--- src/rtl/ssd_pkg.sv ---
// Shared glyph constants and BCD-to-segment helper for the seven-segment scan driver.
// Segments are active-low and ordered {a,b,c,d,e,f,g,dp}.
package ssd_pkg;

    localparam int unsigned SEG_A_BIT  = 7;
    localparam int unsigned SEG_B_BIT  = 6;
    localparam int unsigned SEG_C_BIT  = 5;
    localparam int unsigned SEG_D_BIT  = 4;
    localparam int unsigned SEG_E_BIT  = 3;
    localparam int unsigned SEG_F_BIT  = 2;
    localparam int unsigned SEG_G_BIT  = 1;
    localparam int unsigned SEG_DP_BIT = 0;

    localparam logic [7:0] SEG_0     = 8'b0000_0011;
    localparam logic [7:0] SEG_1     = 8'b1001_1111;
    localparam logic [7:0] SEG_2     = 8'b0010_0101;
    localparam logic [7:0] SEG_3     = 8'b0000_1101;
    localparam logic [7:0] SEG_4     = 8'b1001_1001;
    localparam logic [7:0] SEG_5     = 8'b0100_1001;
    localparam logic [7:0] SEG_6     = 8'b0100_0001;
    localparam logic [7:0] SEG_7     = 8'b0001_1111;
    localparam logic [7:0] SEG_8     = 8'b0000_0001;
    localparam logic [7:0] SEG_9     = 8'b0000_1001;
    localparam logic [7:0] SEG_DASH  = 8'b1111_1101;
    localparam logic [7:0] SEG_BLANK = 8'b1111_1111;

    localparam logic [1:0] IDX_RESET = 2'd3;

    // Returns segments a..g only; the caller supplies dp.
    function automatic logic [6:0] bcd_to_seg(input logic [3:0] code);
        logic [7:0] glyph;
        glyph = SEG_DASH;
        case (code)
            4'd0: glyph = SEG_0;
            4'd1: glyph = SEG_1;
            4'd2: glyph = SEG_2;
            4'd3: glyph = SEG_3;
            4'd4: glyph = SEG_4;
            4'd5: glyph = SEG_5;
            4'd6: glyph = SEG_6;
            4'd7: glyph = SEG_7;
            4'd8: glyph = SEG_8;
            4'd9: glyph = SEG_9;
            default: glyph = SEG_DASH;
        endcase
        return glyph[SEG_A_BIT:SEG_G_BIT];
    endfunction

endpackage

--- src/rtl/ssd_decoder.sv ---
// Combinational BCD digit to active-low a..g segment decoder; codes 10-15 show a dash.
module ssd_decoder
    import ssd_pkg::*;
(
    input  logic [3:0] code_i,
    output logic [6:0] seg_o
);

    always_comb begin
        seg_o = bcd_to_seg(code_i);
    end

endmodule

--- src/rtl/ssd_scan_driver.sv ---
// Four-digit common-anode scan driver with frame-boundary double buffering.
// Optional leading-zero blanking on d3..d1 is enabled by defining SSD_LEADING_ZERO_BLANK_EN.
module ssd_scan_driver
    import ssd_pkg::*;
#(
    parameter int unsigned REFRESH_DIV = 100000
) (
    input  logic       clk,
    input  logic       rst,
    input  logic [3:0] d3,
    input  logic [3:0] d2,
    input  logic [3:0] d1,
    input  logic [3:0] d0,
    input  logic       load,
    input  logic [3:0] dp_mask,
    output logic [3:0] ssd_ctl,
    output logic [7:0] ssd_seg,
    output logic       frame_done
);

    localparam int unsigned CntW = (REFRESH_DIV > 1) ? $clog2(REFRESH_DIV) : 1;
    localparam logic [CntW-1:0] DivMax = CntW'(REFRESH_DIV - 1);

    logic [CntW-1:0]      div_cnt_q, div_cnt_d;
    logic [1:0]           idx_q, idx_d;
    logic [3:0][3:0]      pend_dig_q, pend_dig_d;
    logic [3:0]           pend_dp_q, pend_dp_d;
    logic                 pend_valid_q, pend_valid_d;
    logic [3:0][3:0]      disp_dig_q, disp_dig_d;
    logic [3:0]           disp_dp_q, disp_dp_d;
    logic [3:0]           ctl_q, ctl_d;
    logic [7:0]           seg_q, seg_d;

    logic                 tick;
    logic                 boundary;
    logic [3:0][3:0]      load_dig;
    logic [3:0]           sel_code;
    logic [6:0]           dec_seg;
    logic [3:0]           blank;

    assign load_dig = {d3, d2, d1, d0};

    always_comb begin
        tick      = (div_cnt_q == DivMax);
        boundary  = tick && (idx_q == 2'd3);
        div_cnt_d = tick ? '0 : div_cnt_q + CntW'(1);
        idx_d     = tick ? idx_q + 2'd1 : idx_q;

        pend_dig_d   = pend_dig_q;
        pend_dp_d    = pend_dp_q;
        pend_valid_d = pend_valid_q;
        disp_dig_d   = disp_dig_q;
        disp_dp_d    = disp_dp_q;

        // A load landing on the boundary skips the pending buffer entirely.
        if (boundary && load) begin
            disp_dig_d   = load_dig;
            disp_dp_d    = dp_mask;
            pend_valid_d = 1'b0;
        end else if (boundary && pend_valid_q) begin
            disp_dig_d   = pend_dig_q;
            disp_dp_d    = pend_dp_q;
            pend_valid_d = 1'b0;
        end else if (load) begin
            pend_dig_d   = load_dig;
            pend_dp_d    = dp_mask;
            pend_valid_d = 1'b1;
        end

        sel_code = disp_dig_d[idx_d];
    end

    ssd_decoder u_decoder (
        .code_i (sel_code),
        .seg_o  (dec_seg)
    );

    always_comb begin
`ifdef SSD_LEADING_ZERO_BLANK_EN
        blank[3] = (disp_dig_d[3] == 4'd0);
        blank[2] = blank[3] && (disp_dig_d[2] == 4'd0);
        blank[1] = blank[2] && (disp_dig_d[1] == 4'd0);
        blank[0] = 1'b0;
`else
        blank = 4'b0000;
`endif
    end

    always_comb begin
        ctl_d = ctl_q;
        seg_d = seg_q;
        if (tick) begin
            ctl_d = ~(4'b0001 << idx_d);
            seg_d = {blank[idx_d] ? SEG_BLANK[SEG_A_BIT:SEG_G_BIT] : dec_seg,
                     ~disp_dp_d[idx_d]};
        end
    end

    always_ff @(posedge clk) begin
        if (rst) begin
            div_cnt_q    <= '0;
            idx_q        <= IDX_RESET;
            pend_dig_q   <= '0;
            pend_dp_q    <= '0;
            pend_valid_q <= 1'b0;
            disp_dig_q   <= '0;
            disp_dp_q    <= '0;
            ctl_q        <= 4'b1111;
            seg_q        <= SEG_BLANK;
        end else begin
            div_cnt_q    <= div_cnt_d;
            idx_q        <= idx_d;
            pend_dig_q   <= pend_dig_d;
            pend_dp_q    <= pend_dp_d;
            pend_valid_q <= pend_valid_d;
            disp_dig_q   <= disp_dig_d;
            disp_dp_q    <= disp_dp_d;
            ctl_q        <= ctl_d;
            seg_q        <= seg_d;
        end
    end

    assign ssd_ctl    = ctl_q;
    assign ssd_seg    = seg_q;
    // Marks the cycle whose closing edge starts a new frame; a load here commits directly.
    assign frame_done = boundary && !rst;

endmodule

--- config.mk ---
export PLATFORM = sky130hd
export DESIGN_NAME = ssd_scan_driver
export DESIGN_NICKNAME = d
export VERILOG_FILES = /design/src/rtl/ssd_pkg.sv /design/src/rtl/ssd_decoder.sv /design/src/rtl/ssd_scan_driver.sv
export SDC_FILE = /design/constraint.sdc
export NUM_CORES = 1
export LEC_CHECK = 0
export ABC_AREA = 1
export BUFFER_PORTS_ARGS = -buffer_cell sky130_fd_sc_hd__buf_2
export CORE_UTILIZATION = 50
export CTS_CLUSTER_DIAMETER = 40
export DETAILED_ROUTE_END_ITERATION = 12
export GPL_TIMING_DRIVEN = 1
export MAX_ROUTING_LAYER = met4
export PLACE_DENSITY = 0.72
export SLEW_MARGIN = 25
export SYNTH_ARGS = -nofsm -noshare
export SYNTH_HDL_FRONTEND = slang
export SYNTH_SLANG_ARGS = --single-unit
--- constraint.sdc ---
create_clock -name clk -period 2.6 [get_ports clk]
set_input_delay 0.52 -clock clk [delete_from_list [all_inputs] [get_ports clk]]
set_output_delay 0.52 -clock clk [all_outputs]
set_load 0.01 [all_outputs]
==> metrics.md <==
| Metric | Value |
|---|---|
| Share of flip-flops with an asynchronous set or reset | 0% |
| #FFs+latches synth | 72 |
| Worst r2r src | div_cnt_q[1] |
| Main combinational cell family by area after synthesis | simple AND/OR/NAND/NOR gates |
| Largest net degree at the start of global routing | 24 |
| Fin. Hold Viols | 0 |
| Core area | 0.006869 mm2 |
| Max rail drop VDD | roughly 260 uV |
| Place WS | -0.09784 ns |
| Floorplan row count | 30 |
| Reg2reg setup slack | 0.11 ns |
| Final wirelength | around 9.2 mm |
| Min cycle time layout | between 2 and 2.5 ns |
| Period utilization | 95.59% |
| Post-synthesis compound-gate area fraction | 9.107% |
| Worst EP required | about 2.8 ns |
| Simple-gate portion of the synthesized area | just under 40% |
| CP max stage delay | about 0.36 ns |
| Post-Synth XOR/XNOR Area | 1.217% |
| GRT Resource Usage Total | 25.68% |
| Family with the most delay on the worst path | simple AND/OR/NAND/NOR gates |
| Yosys cell types | 34 |
| Leakage power | about 2 nW |
| Vias in the first global route | roughly 3400 |
| MaxCap Viol Count | 0 |
| EDFF count, synth | 0 |
| Max-slew violation count | 0 |
| Crit path capture type | flop |
| Reg clk slew, reported paths | around 0.08 ns |
| Drt first pass iters | 4 |
| Synthesis Warnings | 0 |
| Mapped Area | between 0.003 and 0.004 mm2 |
| Arrival @ worst endpoint | 2.72 ns |
| Die H | between 80 and 90 um |
| Slew @ Worst Pin | around 0.70 ns |
| Clock Sinks | about 70 |
| Worst Hold End | pend_dig_q[1] |
| Total power | about 2.3 mW |
| Syn Inst Count | approximately 500 |
| Post-Synth Adder-Cell Area | under 10% |
| Critical path's most frequent cell | nor2_4 |
| Global-route wire length before repair | 14.64 mm |
| Worst path bufs/invs | 3 |
| Pwr dens | roughly 500 mW/mm2 |
| H-tree depth | 3 |
| Final setup fails | 0 |
| Setup crit start kind | flop |
| Critical Path Fanout Max | 7 |
| Top FF cell, synth | dfxtp_1 |
| Die X | slightly below 90 um |
| CTS tree | done |
| Setup ws final | roughly 0.11 ns |
| Fillcell total | 603 |
| Num CTS Buffers | 9 |
| Hold Crit Class | in2reg |
| RSZ-0062 raised after global routing | true |
| Status | complete, no violations |
| Clock latency on the worst-skew pair | between 0.3 and 0.4 ns |
| Reg2reg path depth | 16 |
| Hold_ws | between 0.4 and 0.5 ns |
| Root Buffer | clkbuf_8 |
| Gp weighted congestion | roughly 0.90 |
| Avg Cell Area, Syn | between 7 and 8 um2 |
| Slowest-stage cell, CP | dfxtp_2 |
| Syn Nets | roughly 540 |
| CTS max path bufs | 2 |
| Antenna violations before repair | 0 |
| Leading cell type in the layout, fill and taps excluded | nor2_1 |
| Nets | about 610 |
| GR Overflow Total | 0 |
| Mean routed wirelength per cell | around 14 um |
| Skew final | between 0.01 and 0.015 ns |
| Port bufs | 35 |
| HPWL Detailed | around 6.2 mm |
| Area delta synth->final | 25.41% |
| Ant diodes | 0 |
| Post-synthesis sequential area ratio | 40.04% |
| R2r endpoint | ssd_seg[7] |
| DR iter-0 viols | between 200 and 250 |
| Starting density of the core | between 50% and 60% |
| Via count | between 3000 and 4000 |
| Setup Crit Path Kind | reg2reg |
| Slew headroom | 53.25% |
| Share of post-route cells with drive strength above 1 | 28.20% |
| Setup TNS | 0 ns |
| Most frequent cells in the layout | nor2_1, nand2_1, dfxtp_1, nand3_1, buf_4 |
| Routed Antenna Nets | 0 |
| Hold_sp | d0[1] |
| Mux share of post-synthesis cell area | 0% |
| Vias/cell | ~5.2 |
| Post-route DRC | 0 |
| Fmax | 402.4 MHz |
| Hold depth | 3 |
| Crit path cell chain | ha_4 > nand2_4 > nor2_4 > nand3_2 > nor2_4 > nand3_4 > buf_6 > buf_4 > nand3_1 > nand3_1 > nand2_2 > nor2_4 > buf_4 > ha_1 > o211ai_1 > nand2_1 |
| Full die area | about 0.0075 mm2 |
| I/O pin cnt | 36 |
-- metal layers --
metal | vias up | GRT usage (%) | routed length (um)
met4 | 0 | 9.697 | 177
li1 | 1770 | - | -
met1 | 1639 | 29.11 | 3969
met2 | 72 | 46.03 | 4702
met3 | 22 | 3.223 | 311
met5 | - | - | 0
-- registers in the layout (all words and copies together), names as in the netlist, 2 cells and up --
signal,cells
pend_dp_q,4
ssd_ctl,4
ssd_seg,8
div_cnt_q,17
disp_dig_q,16
disp_dp_q,4
idx_q,2
pend_dig_q,16
-- cell type report --
cell class	instances	area (um2)	area share (%)
Clock inverter	5	103.9	2.300
Timing Repair Buffer	79	533.0	11.81
Multi-Input combinational cell	371	2022	44.79
Clock buffer	11	141.4	3.132
Tap cell	96	120.1	2.661
Inverter	40	150.1	3.326
Sequential cell	72	1444	31.98
-- through the flow --
stage | utilization [%] | instance area (um2) | cells
after floorplan | - | 3600 | 504
after global placement | 58.01 | 3985 | 640
after detailed placement | 58.01 | 3985 | 640
after CTS | 62.99 | 4327 | 664
after global routing | 65.72 | 4514 | 674
final | 65.72 | 4514 | 674
-- cells in the mapped netlist (4+ instances only) --
master / number / area (um2)
nor2_1: 93 / 349.1
buf_2: 6 / 30.03
inv_2: 8 / 30.03
xor2_1: 4 / 35.03
or2_2: 7 / 43.79
nor2_2: 7 / 43.79
nand2_1: 89 / 334.1
inv_1: 32 / 120.1
ha_1: 9 / 112.6
nand2_2: 5 / 31.28
nor2_4: 8 / 90.09
clkbuf_1: 13 / 48.80
a21oi_1: 19 / 95.09
dfxtp_1: 72 / 1441
o21ai_0: 33 / 165.2
or2_1: 11 / 68.82
nand4_1: 17 / 106.4
nand3_1: 45 / 225.2
-- worst max-delay path by stage --
stage | to | cells after the start | from
2_1_floorplan | ssd_seg[4] | 20 | div_cnt_q[0]
6_report | ssd_seg[7] | 16 | div_cnt_q[1]
3_3_place_gp | ssd_seg[2] | 18 | div_cnt_q[0]
5_1_grt | ssd_seg[4] | 20 | div_cnt_q[1]
3_5_place_dp | ssd_seg[7] | 18 | div_cnt_q[0]
4_1_cts | ssd_seg[4] | 20 | div_cnt_q[1]
-- what timing repair did --
action / 4_1_cts / 5_1_grt
cloned: 0 / 1
pin swaps: 6 / 22
hold endpoints to repair: 0 / 0
hold buffers: 0 / 0
resized for setup: 13 / 29
setup endpoints to repair: 8 / 8
setup buffers: 8 / 9
-- kinds of logic after synthesis --
kind of cell / Yosys count
simple gates: 295
flops: 72
buf+inv: 62
compound gates: 61
fa+ha+maj: 9
xor+xnor: 5
-- worst register-to-register path: cells and delay by family (launching register included) --
family	cells	cell delay [ns]
simple gates	10	1.03
compound gates	1	0.19
buf+inv	3	0.44
fa+ha+maj	2	0.34
flops	1	0.36
-- report_power, final --
group          internal (mW)  total [mW]  switching, mW
sequential              1.13        1.15         0.0189
combinational         0.0404       0.104         0.0640
clock                  0.664        1.07          0.409
total                   1.83        2.33          0.492
Note: power is estimated with default switching activity, not from simulation.
